[config.mk]
export PLATFORM = sky130hd
export DESIGN_NAME = int2float16_stream
export DESIGN_NICKNAME = d
export VERILOG_FILES = /design/src/rtl/int2float16_stream.sv
export SDC_FILE = /design/constraint.sdc
export NUM_CORES = 1
export LEC_CHECK = 0
export ABC_CLOCK_PERIOD_IN_PS = 3200
export BUFFER_PORTS_ARGS = -buffer_cell sky130_fd_sc_hd__buf_2
export CAP_MARGIN = 0
export CORE_ASPECT_RATIO = 1.4
export CORE_UTILIZATION = 54
export DETAILED_ROUTE_END_ITERATION = 10
export PLACE_DENSITY = 0.83
export SYNTH_ARGS = -nofsm -noshare
export SYNTH_HDL_FRONTEND = slang
export SYNTH_SLANG_ARGS = --single-unit
[constraint.sdc]
create_clock -name clk -period 3.2 [get_ports clk]
set_clock_uncertainty 0.05 [all_clocks]
set_input_delay 0 -clock clk [delete_from_list [all_inputs] [get_ports clk]]
set_output_delay 0 -clock clk [all_outputs]
set_load 0.05 [all_outputs]
[src/rtl/int2float16_stream.sv]
//------------------------------------------------------------------------------
// Module  : int2float16_stream
// Brief   : Pipelined fixed-point to IEEE-754 binary16 converter with RNE
//           rounding, overflow/inexact flags and an fp16 pass-through mode.
// Revision: 1.0
//------------------------------------------------------------------------------
`default_nettype none

module int2float16_stream #(
    parameter int IN_W     = 16,
    parameter int FRAC_W   = 0,
    parameter int SATURATE = 0
) (
    input  logic            clk,
    input  logic            reset,
    input  logic            in_valid,
    output logic            in_ready,
    input  logic [IN_W-1:0] in_data,
    input  logic            in_signed,
    input  logic            in_cast,
    output logic            out_valid,
    input  logic            out_ready,
    output logic [15:0]     out_data,
    output logic            out_ovf,
    output logic            out_inexact
);

    localparam int c_LW = IN_W + 10;
    localparam int c_PW = (IN_W < 16) ? IN_W : 16;

    logic w_adv;
    logic w_acc;

    assign w_adv    = ~out_valid | out_ready;
    assign in_ready = w_adv & ~reset;
    assign w_acc    = in_valid & in_ready;

    // Stage valids; data registers below carry no reset since valid qualifies them.
    logic r_v0, r_v1, r_v2;

    logic [IN_W-1:0] r_d0;
    logic            r_sg0, r_cast0;

    logic            r_cast1, r_sign1;
    logic [IN_W-1:0] r_mag1;

    logic            r_cast2, r_sign2, r_zero2, r_g2, r_st2;
    logic [9:0]      r_mant2;
    logic [6:0]      r_exp2;
    logic [15:0]     r_pass2;

    // S1: sign and magnitude
    logic            w_s1_sign;
    logic [IN_W-1:0] w_s1_mag;

    assign w_s1_sign = r_cast0 & r_sg0 & r_d0[IN_W-1];
    assign w_s1_mag  = w_s1_sign ? (~r_d0 + 1'b1) : r_d0;

    // S2: leading-one detect and normalise
    logic [5:0]      w_p;
    logic [5:0]      w_shamt;
    logic [c_LW-2:0] w_norm;
    logic [9:0]      w_mant;
    logic            w_guard, w_sticky, w_zero;
    logic [6:0]      w_exp;

    always_comb begin
        w_p = '0;
        for (int i = 0; i < IN_W; i++) begin
            if (r_mag1[i]) w_p = 6'(i);
        end
    end

    // The leading one is shifted out past the top of w_norm, leaving only fraction bits.
    assign w_zero   = ~|r_mag1;
    assign w_shamt  = 6'(IN_W - 1) - w_p;
    assign w_norm   = {r_mag1[IN_W-2:0], 10'b0} << w_shamt;
    assign w_mant   = w_norm[c_LW-2 -: 10];
    assign w_guard  = w_norm[c_LW-12];
    assign w_sticky = |w_norm[c_LW-13:0];
    assign w_exp    = 7'(w_p) + 7'd15 - 7'(FRAC_W);

    // S3: round to nearest even, overflow handling
    logic        w_up, w_carry, w_ovf;
    logic [9:0]  w_mant_r;
    logic [6:0]  w_exp_r;
    logic [15:0] w_res;
    logic        w_res_ovf, w_res_inex;

    assign w_up                = r_g2 & (r_st2 | r_mant2[0]);
    assign {w_carry, w_mant_r} = {1'b0, r_mant2} + 11'(w_up);
    assign w_exp_r             = r_exp2 + 7'(w_carry);
    assign w_ovf               = w_exp_r > 7'd30;

    always_comb begin
        w_res      = r_pass2;
        w_res_ovf  = 1'b0;
        w_res_inex = 1'b0;
        if (r_cast2) begin
            if (r_zero2) begin
                w_res = 16'h0000;
            end else if (w_ovf) begin
                w_res      = {r_sign2, (SATURATE != 0) ? 15'h7BFF : 15'h7C00};
                w_res_ovf  = 1'b1;
                w_res_inex = 1'b1;
            end else begin
                w_res      = {r_sign2, w_exp_r[4:0], w_mant_r};
                w_res_inex = r_g2 | r_st2;
            end
        end
    end

    always_ff @(posedge clk) begin
        if (reset) begin
            r_v0        <= 1'b0;
            r_v1        <= 1'b0;
            r_v2        <= 1'b0;
            out_valid   <= 1'b0;
            out_data    <= 16'h0000;
            out_ovf     <= 1'b0;
            out_inexact <= 1'b0;
        end else if (w_adv) begin
            r_v0      <= w_acc;
            r_v1      <= r_v0;
            r_v2      <= r_v1;
            out_valid <= r_v2;
            if (r_v2) begin
                out_data    <= w_res;
                out_ovf     <= w_res_ovf;
                out_inexact <= w_res_inex;
            end
        end
    end

    always_ff @(posedge clk) begin
        if (w_adv) begin
            r_d0    <= in_data;
            r_sg0   <= in_signed;
            r_cast0 <= in_cast;

            r_cast1 <= r_cast0;
            r_sign1 <= w_s1_sign;
            r_mag1  <= w_s1_mag;

            r_cast2 <= r_cast1;
            r_sign2 <= r_sign1;
            r_zero2 <= w_zero;
            r_mant2 <= w_mant;
            r_g2    <= w_guard;
            r_st2   <= w_sticky;
            r_exp2  <= w_exp;
            r_pass2 <= 16'(r_mag1[c_PW-1:0]);
        end
    end

endmodule

`default_nettype wire

==> results.sh, run 1 <==
export IMPL_wl_per_cell_um=17.2
export IMPL_power_density_mw_per_mm2=585
export IMPL_max_freq_mhz=324
export IMPL_num_vias=3828
export IMPL_register_area_mm2=0.00260
export IMPL_finalSetupViolCount=0
export IMPL_wirelength_mm=10.8
export IMPL_pre_cts_ws_ps=-63.8
export IMPL_dp_hpwl_mm=7.55
export IMPL_cts_root_buffer="clkbuf_16"
export IMPL_ir_drop_uv=399
export IMPL_start_kind="register"
export IMPL_cap_violations=0
export IMPL_initial_core_util_pct=56.1
export IMPL_synth_commonest_cells="edfxtp_1 (72), nor2_1 (56), a21oi_1 (37), nand2_1 (37), dfxtp_1 (22)"
export IMPL_grt_pass1_vias=3762
export IMPL_netlist_area_mm2=0.00483
export IMPL_finalPower_w=0.00338
export IMPL_status="finished, final reports clean"
export IMPL_place_area_mm2=0.00513
export IMPL_setup_worst_path_class="register to register"
export IMPL_netlist_top_cells_area="edfxtp_1 (45%), dfxtp_1 (9.1%), nor2_1 (4.4%)"
export IMPL_die_w_um=81.9
export IMPL_drt_iter0_markers=382
export IMPL_pin_count=42
export IMPL_gp_congestion=0.976
export IMPL_hold_viol_final=0
export IMPL_antenna_cells=0
export IMPL_yosysWarningCount=0
export IMPL_maxSlewViolCount=0
export IMPL_grt_use_total_pct=25.0
export IMPL_hp_class="input pin to register"
export IMPL_final_antenna_net_count=0
export IMPL_synth_nets=471
export IMPL_synth_cell_types=63
export IMPL_antenna_found_initial=0
export IMPL_yosys_area_top_type="edfxtp_1"
export IMPL_async_flop_share_pct=0
export IMPL_area_delta_synth_final_pct=19.7
export IMPL_setup_ws_ps=117
export IMPL_nets=547
export IMPL_cts_tree="built"
export IMPL_ys_seq_area_share_pct=53.9
export IMPL_clk_latency_ps=350
export IMPL_cp_max_fo=5
export IMPL_drive_gt1_share_pct=21.2
export IMPL_drc_errors=0
export IMPL_ys_ff_latch=94
export IMPL_p_leak_nw=2.27
export IMPL_overflow=0
export IMPL_synthFlopType="edfxtp_1"
export IMPL_dr_pass1_iters=5
export IMPL_stdcell_area_mm2=0.00577
export IMPL_cp_required_ps=3370
export IMPL_layout_min_cycle_time_ps=3080
export IMPL_multi_input_area_mm2=0.00208
export IMPL_die_y_um=114
export IMPL_cts_sinks=94
export IMPL_num_rows=40
export IMPL_die_area_mm2=0.00932
export IMPL_synth_most_common_cell="edfxtp_1"
export IMPL_arrival_ps=3260
export IMPL_clk_pin_slew_ps=60
export IMPL_critPathCaptureType="register"
export IMPL_synth_edff_count=72
export IMPL_min_period_over_period_pct=96.3
export IMPL_netlist_instances=443
export IMPL_synth_top_area_share_pct=44.8
export IMPL_fill_cells=630
export IMPL_synth_avg_cell_area_um2=10.9
export IMPL_via_per_inst=6.09
export IMPL_ctsLongestPathBuffers=2
export IMPL_core_area_mm2=0.00861
export IMPL_worst_pin_slew_ps=894
export IMPL_slew_headroom_pct=39.8
export IMPL_htreeDepth=3
export IMPL_finalSetupTns_ps=0
export IMPL_grt_max_degree=73
export IMPL_grt_pass1_wl_mm=17.2
export IMPL_io_buffers=41
export IMPL_cts_buffers=9
## power breakdown
group / internal [W] / total (W) / switching, W
clock: 0.000620 / 0.00106 / 0.000440
combinational: 0.000305 / 0.000713 / 0.000408
sequential: 0.00147 / 0.00161 / 0.000133
total: 0.00240 / 0.00338 / 0.000981
## flip-flops by register name, indices dropped and copies added (netlist names), 5 cells and up
name and flops:
r_mag1 16, r_exp2 5, r_d0 16, r_pass2 16
r_mant2 10, out_data 16
## cells by family after synthesis
kind of cell             after synthesis  share of synthesized area [%]
XOR/XNOR                              25                           4.54
multiplexers                          12                           2.62
AND/OR/NAND/NOR                      153                           15.1
adder cells (fa/ha/maj)                6                           1.56
flip-flops                            94                           53.9
AO/OA/AOI/OAI                        116                           16.9
buffers and inverters                 37                           5.37
## cells in the final DEF (no fill, tap or decap), types with 3 or more instances in the layout
cell type,count
a211oi_1,8
a21oi_1,36
a221oi_1,3
a221oi_2,6
a22oi_1,7
a31oi_1,5
and3_1,7
buf_2,41
buf_4,23
clkbuf_16,10
dfxtp_1,22
dlygate4sd3_1,22
edfxtp_1,72
inv_1,14
mux2i_1,10
nand2_1,37
nand2b_1,3
nand3_1,9
nand3b_1,3
nand4_1,3
nor2_1,55
nor3_1,13
nor4_1,6
o21ai_0,18
o22ai_1,4
o31ai_1,4
xnor2_1,12
xor2_1,13
## worst paths after layout
| kind | from | endpoint | slack (ps) | cells past startpoint |
|---|---|---|---|---|
| hold reg to reg | r_sign1 | r_sign2 | 370 | 0 |
| setup reg to reg | r_st2 | out_data[6] | 120 | 15 |
| setup / recovery | r_st2 | out_data[6] | 120 | 15 |
| hold / removal | in_data[8] | r_d0[8] | 310 | 2 |
## per-stage QoR
| step | utilization [%] | hold WS (ps) | instances |
|---|---|---|---|
| floorplan | - | 29.3 | 443 |
| global placement | 59.6 | 126 | 589 |
| detailed placement | 59.6 | 128 | 589 |
| CTS | 66.0 | 298 | 628 |
| global route | 67.1 | 313 | 629 |
| finish | 67.1 | 309 | 629 |
## repair_timing
| item | in CTS | in global routing |
|---|---|---|
| pin swaps | 1 | 2 |
| setup endpoints to repair | 10 | 16 |
| buffers inserted | 1 | 1 |
| resized for setup | 4 | 17 |
| hold buffers | 22 | 0 |
| hold endpoints to repair | 24 | 0 |
## critical path, stage by stage (launching register included)
cell	delay, ps
edfxtp_1	390
o21a_1	200
ha_2	180
ha_2	180
nand3_2	100
nor2_1	70
and3_4	190
ha_4	180
ha_4	280
nand3b_1	100
a21oi_2	140
a21oi_1	80
nor2b_2	310
nor3_4	120
a221oi_2	290
nor2_1	80
## layer usage
layer / GRT usage (%) / up-vias / part of all wire, %
li1: - / 1811 / -
met1: 24.7 / 1825 / 36
met5: 0 / - / 0
met4: 16.1 / 0 / 4.8
met2: 45.5 / 148 / 55
met3: 4.88 / 44 / 4.7
## layout make-up
type | count | share of cell area [%]
clock buffer | 13 | 4.88
clock inverter | 3 | 0.368
inverter | 16 | 1.11
multi-input combinational | 312 | 35.9
sequential | 94 | 45.1
tap | 105 | 2.28
timing repair buffer | 86 | 10.4
Power figures use the tool's default switching activity.
==> inputs of run 2 (changes only) <==
--- a/config.mk
+++ b/config.mk
@@ -11,7 +11,7 @@
 export CORE_ASPECT_RATIO = 1.4
 export CORE_UTILIZATION = 54
 export DETAILED_ROUTE_END_ITERATION = 10
-export PLACE_DENSITY = 0.83
+export PLACE_DENSITY = 0.73
 export SYNTH_ARGS = -nofsm -noshare
 export SYNTH_HDL_FRONTEND = slang
 export SYNTH_SLANG_ARGS = --single-unit
==> results.sh, run 2 (synthesis results as in run 1) <==
export IMPL_layout_min_cycle_time_ps=3040
export IMPL_drc_errors=0
export IMPL_num_vias=3702
export IMPL_seqPwrFrac_pct=47.6
export IMPL_min_period_over_period_pct=95.0
export IMPL_finalSetupViolCount=0
export IMPL_arrival_ps=3210
export IMPL_instances_no_fill=629
export IMPL_clk_latency_ps=340
export IMPL_die_y_um=114
export IMPL_dr_pass1_iters=5
export IMPL_cts_tree="built"
export IMPL_power_density_mw_per_mm2=590
export IMPL_cts_buffers=9
export IMPL_rr_endpoint="out_data[4]"
export IMPL_cp_max_fo=5
export IMPL_wirelength_mm=10.7
export IMPL_critPathCaptureType="register"
export IMPL_netSwitchingPower_w=0.000972
export IMPL_area_delta_synth_final_pct=19.0
export IMPL_via_per_inst=5.89
export IMPL_r2r_setup_slack_ps=160
export IMPL_pre_cts_ws_ps=-138
export IMPL_num_rows=40
export IMPL_numPlacedInstances=590
export IMPL_die_area_mm2=0.00932
export IMPL_setup_worst_path_class="register to register"
export IMPL_drt_iter0_markers=194
export IMPL_ctsLongestPathBuffers=2
export IMPL_slowest_delay_ps=400
export IMPL_internal_power_w=0.00242
export IMPL_finalPower_w=0.00339
export IMPL_cts_sinks=94
export IMPL_clk_pin_slew_ps=70
export IMPL_antenna_found_initial=0
export IMPL_max_freq_mhz=329
export IMPL_grt_max_degree=73
export IMPL_gp_congestion=0.940
export IMPL_initial_core_util_pct=56.1
export IMPL_status="finished, final reports clean"
export IMPL_wl_per_cell_um=16.9
export IMPL_crit_path_cell_trace="o21a_1 -> ha_1 -> ha_2 -> nand3_2 -> nor2_1 -> and3_1 -> ha_2 -> ha_4 -> nand3b_1 -> a21oi_1 -> a21oi_1 -> nor2b_1 -> buf_4 -> nor3_2 -> a221oi_2 -> nor2_1"
export IMPL_p_comb_share_pct=20.4
export IMPL_ir_drop_uv=393
export IMPL_pin_count=42
export IMPL_worstRegToRegCells=16
export IMPL_io_buffers=41
export IMPL_p_sw_share_pct=28.7
export IMPL_cap_violations=0
export IMPL_dp_hpwl_mm=7.59
export IMPL_p_leak_nw=2.27
export IMPL_final_common_cell="edfxtp_1"
export IMPL_cp_num_buf_inv=1
export IMPL_slew_headroom_pct=43.0
export IMPL_r2r_start="r_mant2[0]"
export IMPL_min_from="in_data[6]"
export IMPL_hold_viol_final=0
export IMPL_maxSlewViolCount=0
export IMPL_layout_common_cells="edfxtp_1 (72), nor2_1 (55), buf_2 (41)"
export IMPL_die_w_um=81.9
export IMPL_hp_class="input pin to register"
export IMPL_start_kind="register"
export IMPL_grt_use_total_pct=24.1
export IMPL_core_area_mm2=0.00861
export IMPL_grt_pass1_wl_mm=16.5
export IMPL_clkPwrFrac_pct=32.0
export IMPL_holdPathEnd="r_d0[6]"
export IMPL_cts_root_buffer="clkbuf_16"
export IMPL_drive_gt1_share_pct=20.0
export IMPL_crit_family="adder cells"
export IMPL_final_antenna_net_count=0
export IMPL_overflow=0
export IMPL_grt_pass1_vias=3552
export IMPL_cp_required_ps=3370
export IMPL_htreeDepth=3
export IMPL_setup_ws_ps=159
export IMPL_antenna_cells=0
export IMPL_worst_pin_slew_ps=855
export IMPL_nets=547
export IMPL_cp_slowest_cell="edfxtp_1"
export IMPL_whs_path_depth=2
[run 2: worst register-to-register path, stage by stage (launching register included)]
cell	delay [ps]
edfxtp_1	400
o21a_1	190
ha_1	200
ha_2	200
nand3_2	100
nor2_1	70
and3_1	190
ha_2	210
ha_4	290
nand3b_1	70
a21oi_1	150
a21oi_1	100
nor2b_1	130
buf_4	160
nor3_2	80
a221oi_2	270
nor2_1	60
[run 2: area by class of cell]
cell class | instances | area (um2)
clock buffer | 13 | 293
inverter | 16 | 63.8
tap | 105 | 131
multi-input combinational | 312 | 2030
fill | 684 | 2860
sequential | 94 | 2600
clock inverter | 3 | 22.5
timing repair buffer | 86 | 598
[run 2: layer usage]
layer,routed length [um],GRT usage (%),up-vias
met1,3910,23.5,1732
li1,-,-,1809
met5,0,0,-
met2,5930,44.2,130
met3,385,4.88,31
met4,425,15.8,0
[run 2: worst max path at each step]
stage                     cells after the start          end        from  slack (ps)
final                                        16  out_data[4]  r_mant2[0]         160
after global routing                         16  out_data[2]        r_g2         -30
after CTS                                    16  out_data[4]  r_mant2[0]          10
after detailed placement                     16  out_data[8]       r_st2        -140
after global placement                       16  out_data[5]       r_st2          60
after floorplan                               7  out_data[2]   out_valid          70
[run 2: metrics by stage]
step / TNS, ps / area [um2] / util (%) / hold slack (ps)
after CTS: 0 / 5700 / 66.2 / 302
after floorplan: 0 / 4830 / - / 29.3
final: 0 / 5740 / 66.7 / 311
after global routing: -66.2 / 5740 / 66.7 / 309
after global placement: 0 / 5130 / 59.7 / 127
after detailed placement: -737 / 5130 / 59.7 / 128
[run 2: power by group through the flow]
stage / registers [W] / clock network (W) / logic, W
CTS: 0.00161 / 0.00110 / 0.000666
finish: 0.00161 / 0.00108 / 0.000693
global placement: 0.00162 / 0 / 0.000618
detailed placement: 0.00163 / 0 / 0.000632
global route: 0.00163 / 0.00115 / 0.000747
floorplan: 0.00160 / 0 / 0.000483
[run 2: repair_timing]
| item | in CTS | in global routing |
|---|---|---|
| pin swaps | 0 | 1 |
| hold buffers | 22 | 0 |
| setup buffers | 0 | 1 |
| gates resized for setup | 4 | 8 |
| hold endpoints to repair | 25 | 0 |
| setup endpoints to repair | 10 | 10 |
==> inputs of run 3 (changes only) <==
--- a/config.mk
+++ b/config.mk
@@ -7,11 +7,10 @@
 export LEC_CHECK = 0
 export ABC_CLOCK_PERIOD_IN_PS = 3200
 export BUFFER_PORTS_ARGS = -buffer_cell sky130_fd_sc_hd__buf_2
-export CAP_MARGIN = 0
 export CORE_ASPECT_RATIO = 1.4
 export CORE_UTILIZATION = 54
 export DETAILED_ROUTE_END_ITERATION = 10
-export PLACE_DENSITY = 0.73
+export PLACE_DENSITY = 0.76
 export SYNTH_ARGS = -nofsm -noshare
 export SYNTH_HDL_FRONTEND = slang
 export SYNTH_SLANG_ARGS = --single-unit
==> results.sh, run 3 (synthesis results as in run 1) <==
export IMPL_num_vias=3812
export IMPL_io_buffers=41
export IMPL_ctsLongestPathBuffers=2
export IMPL_p_leak_nw=2.25
export IMPL_gp_congestion=0.950
export IMPL_initial_core_util_pct=56.1
export IMPL_via_per_inst=6.07
export IMPL_die_w_um=81.9
export IMPL_layout_min_cycle_time_ps=3020
export IMPL_nets=546
export IMPL_start_kind="register"
export IMPL_rsz0062_at_grt="no"
export IMPL_crit_path_cell_trace="o21a_1 -> ha_2 -> ha_4 -> nand3_2 -> nor2_1 -> and3_4 -> ha_4 -> ha_4 -> nand3b_1 -> a21oi_2 -> a21oi_1 -> nor2b_2 -> nor3_1 -> buf_4 -> a221oi_1 -> nor2_1"
export IMPL_dr_pass1_iters=5
export IMPL_finalSetupViolCount=0
export IMPL_cts_root_buffer="clkbuf_16"
export IMPL_post_cts_repair_setup_buffers=0
export IMPL_grt_max_degree=73
export IMPL_ir_drop_uv=392
export IMPL_drive_gt1_share_pct=19.9
export IMPL_startpoint="r_st2"
export IMPL_status="finished, final reports clean"
export IMPL_clk_pin_slew_ps=70
export IMPL_r2r_setup_slack_ps=180
export IMPL_antenna_found_initial=0
export IMPL_worst_pin_slew_ps=850
export IMPL_htreeDepth=3
export IMPL_cts_buffers=9
export IMPL_grt_pass1_vias=3834
export IMPL_cts_sinks=94
export IMPL_num_rows=40
export IMPL_crit_cells=16
export IMPL_cts_tree="built"
export IMPL_overflow=0
export IMPL_pin_count=42
export IMPL_fill_cells=647
export IMPL_grt_pass1_wl_mm=17.4
export IMPL_antenna_cells=0
export IMPL_rr_endpoint="out_data[3]"
export IMPL_core_area_mm2=0.00861
export IMPL_cp_common_cell="ha_4"
export IMPL_crit_family="adder cells"
export IMPL_slowest_delay_ps=390
export IMPL_critPathCaptureType="register"
export IMPL_dp_hpwl_mm=7.90
export IMPL_die_y_um=114
export IMPL_final_util_pct=66.4
export IMPL_hp_class="input pin to register"
export IMPL_power_density_mw_per_mm2=580
export IMPL_cp_slowest_cell="edfxtp_1"
export IMPL_final_antenna_net_count=0
export IMPL_min_period_over_period_pct=94.5
export IMPL_maxSlewViolCount=0
export IMPL_die_area_mm2=0.00932
export IMPL_hold_viol_final=0
export IMPL_cp_endpoint="out_data[3]"
export IMPL_drc_errors=0
export IMPL_finalSetupTns_ps=0
export IMPL_r2r_start="r_st2"
export IMPL_layout_common_cells="edfxtp_1 (72), nor2_1 (55), buf_2 (41)"
export IMPL_wirelength_mm=11.0
export IMPL_cp_num_buf_inv=1
export IMPL_max_freq_mhz=331
export IMPL_grt_use_total_pct=25.4
export IMPL_worstRegToRegCells=16
export IMPL_arrival_ps=3180
export IMPL_slew_headroom_pct=43.3
export IMPL_drt_iter0_markers=310
export IMPL_setup_worst_path_class="register to register"
export IMPL_final_common_cell="edfxtp_1"
export IMPL_wl_per_cell_um=17.5
export IMPL_cp_max_fo=5
export IMPL_cap_violations=0
export IMPL_cp_required_ps=3360
export IMPL_area_delta_synth_final_pct=18.5
export IMPL_clk_latency_ps=340
==> run 3: cell types whose count changed in the layout (fill, tap and decap cells not counted), moves of 2 or more <==
cell / previous run / this run
a221oi_1: 4 / 6
ha_4: 1 / 3
inv_4: 0 / 2
a221oi_2: 5 / 3
==> run 3: where the power goes <==
group	switching [W]	internal [W]	total [W]
registers	0.000137	0.00147	0.00161
logic	0.000398	0.000296	0.000694
clock network	0.000434	0.000577	0.00101
==> run 3: area by class of cell <==
type                       count  area, um2  area share (%)
clock buffer                  12        258            4.51
clock inverter                 4       26.3           0.460
inverter                      16       63.8            1.12
multi-input combinational    312       2040            35.8
sequential                    94       2600            45.5
tap                          105        131            2.30
timing repair buffer          85        591            10.3
==> run 3: worst register-to-register path: cells and delay by family, from the launching register on <==
family,cells,cell delay (ps)
buf+inv,1,190
compound gates,4,690
simple gates,7,770
fa+ha+maj,4,800
flops,1,390
==> run 3: worst min-delay path by stage <==
stage          depth (start not counted)  slack [ps]           to        start
3_5_place_dp                           1         130     r_d0[11]  in_data[11]
6_report                               2         320      r_d0[3]   in_data[3]
4_1_cts                                2         310      r_d0[4]   in_data[4]
5_1_grt                                2         310     r_d0[10]  in_data[10]
3_3_place_gp                           1         130      r_d0[5]   in_data[5]
2_1_floorplan                          1          30  out_data[0]        reset
==> run 3: layer usage <==
metal  vias up  routed length [um]  part of all wire (%)  track usage, %
met5         -                   0                     0               0
met3        43                 430                   3.9            4.72
met2       154                6020                    55            46.9
li1       1808                   -                     -               -
met4         0                 656                   6.0            18.9
met1      1807                3870                    35            23.7
==> run 3: through the flow <==
| step | cell area [um2] | hold slack (ps) | setup WS, ps | power [W] | instances |
|---|---|---|---|---|---|
| 4_1_cts | 5640 | 311 | 1.19 | 0.00329 | 628 |
| 3_5_place_dp | 5130 | 128 | -35.2 | 0.00226 | 590 |
| 3_3_place_gp | 5130 | 127 | 92.7 | 0.00224 | 590 |
| 5_1_grt | 5720 | 313 | 19.0 | 0.00346 | 628 |
| 2_1_floorplan | 4830 | 29.3 | 72.5 | 0.00208 | 443 |
| 6_report | 5720 | 319 | 177 | 0.00332 | 628 |
==> run 3: what timing repair did <==
item                                    4_1_cts  5_1_grt
endpoints found under the setup margin       10       13
endpoints found under the hold margin        23        0
hold buffers                                 22        0
pin swaps                                     0        2
gates cloned                                  0        0
gates resized for setup                       1       13
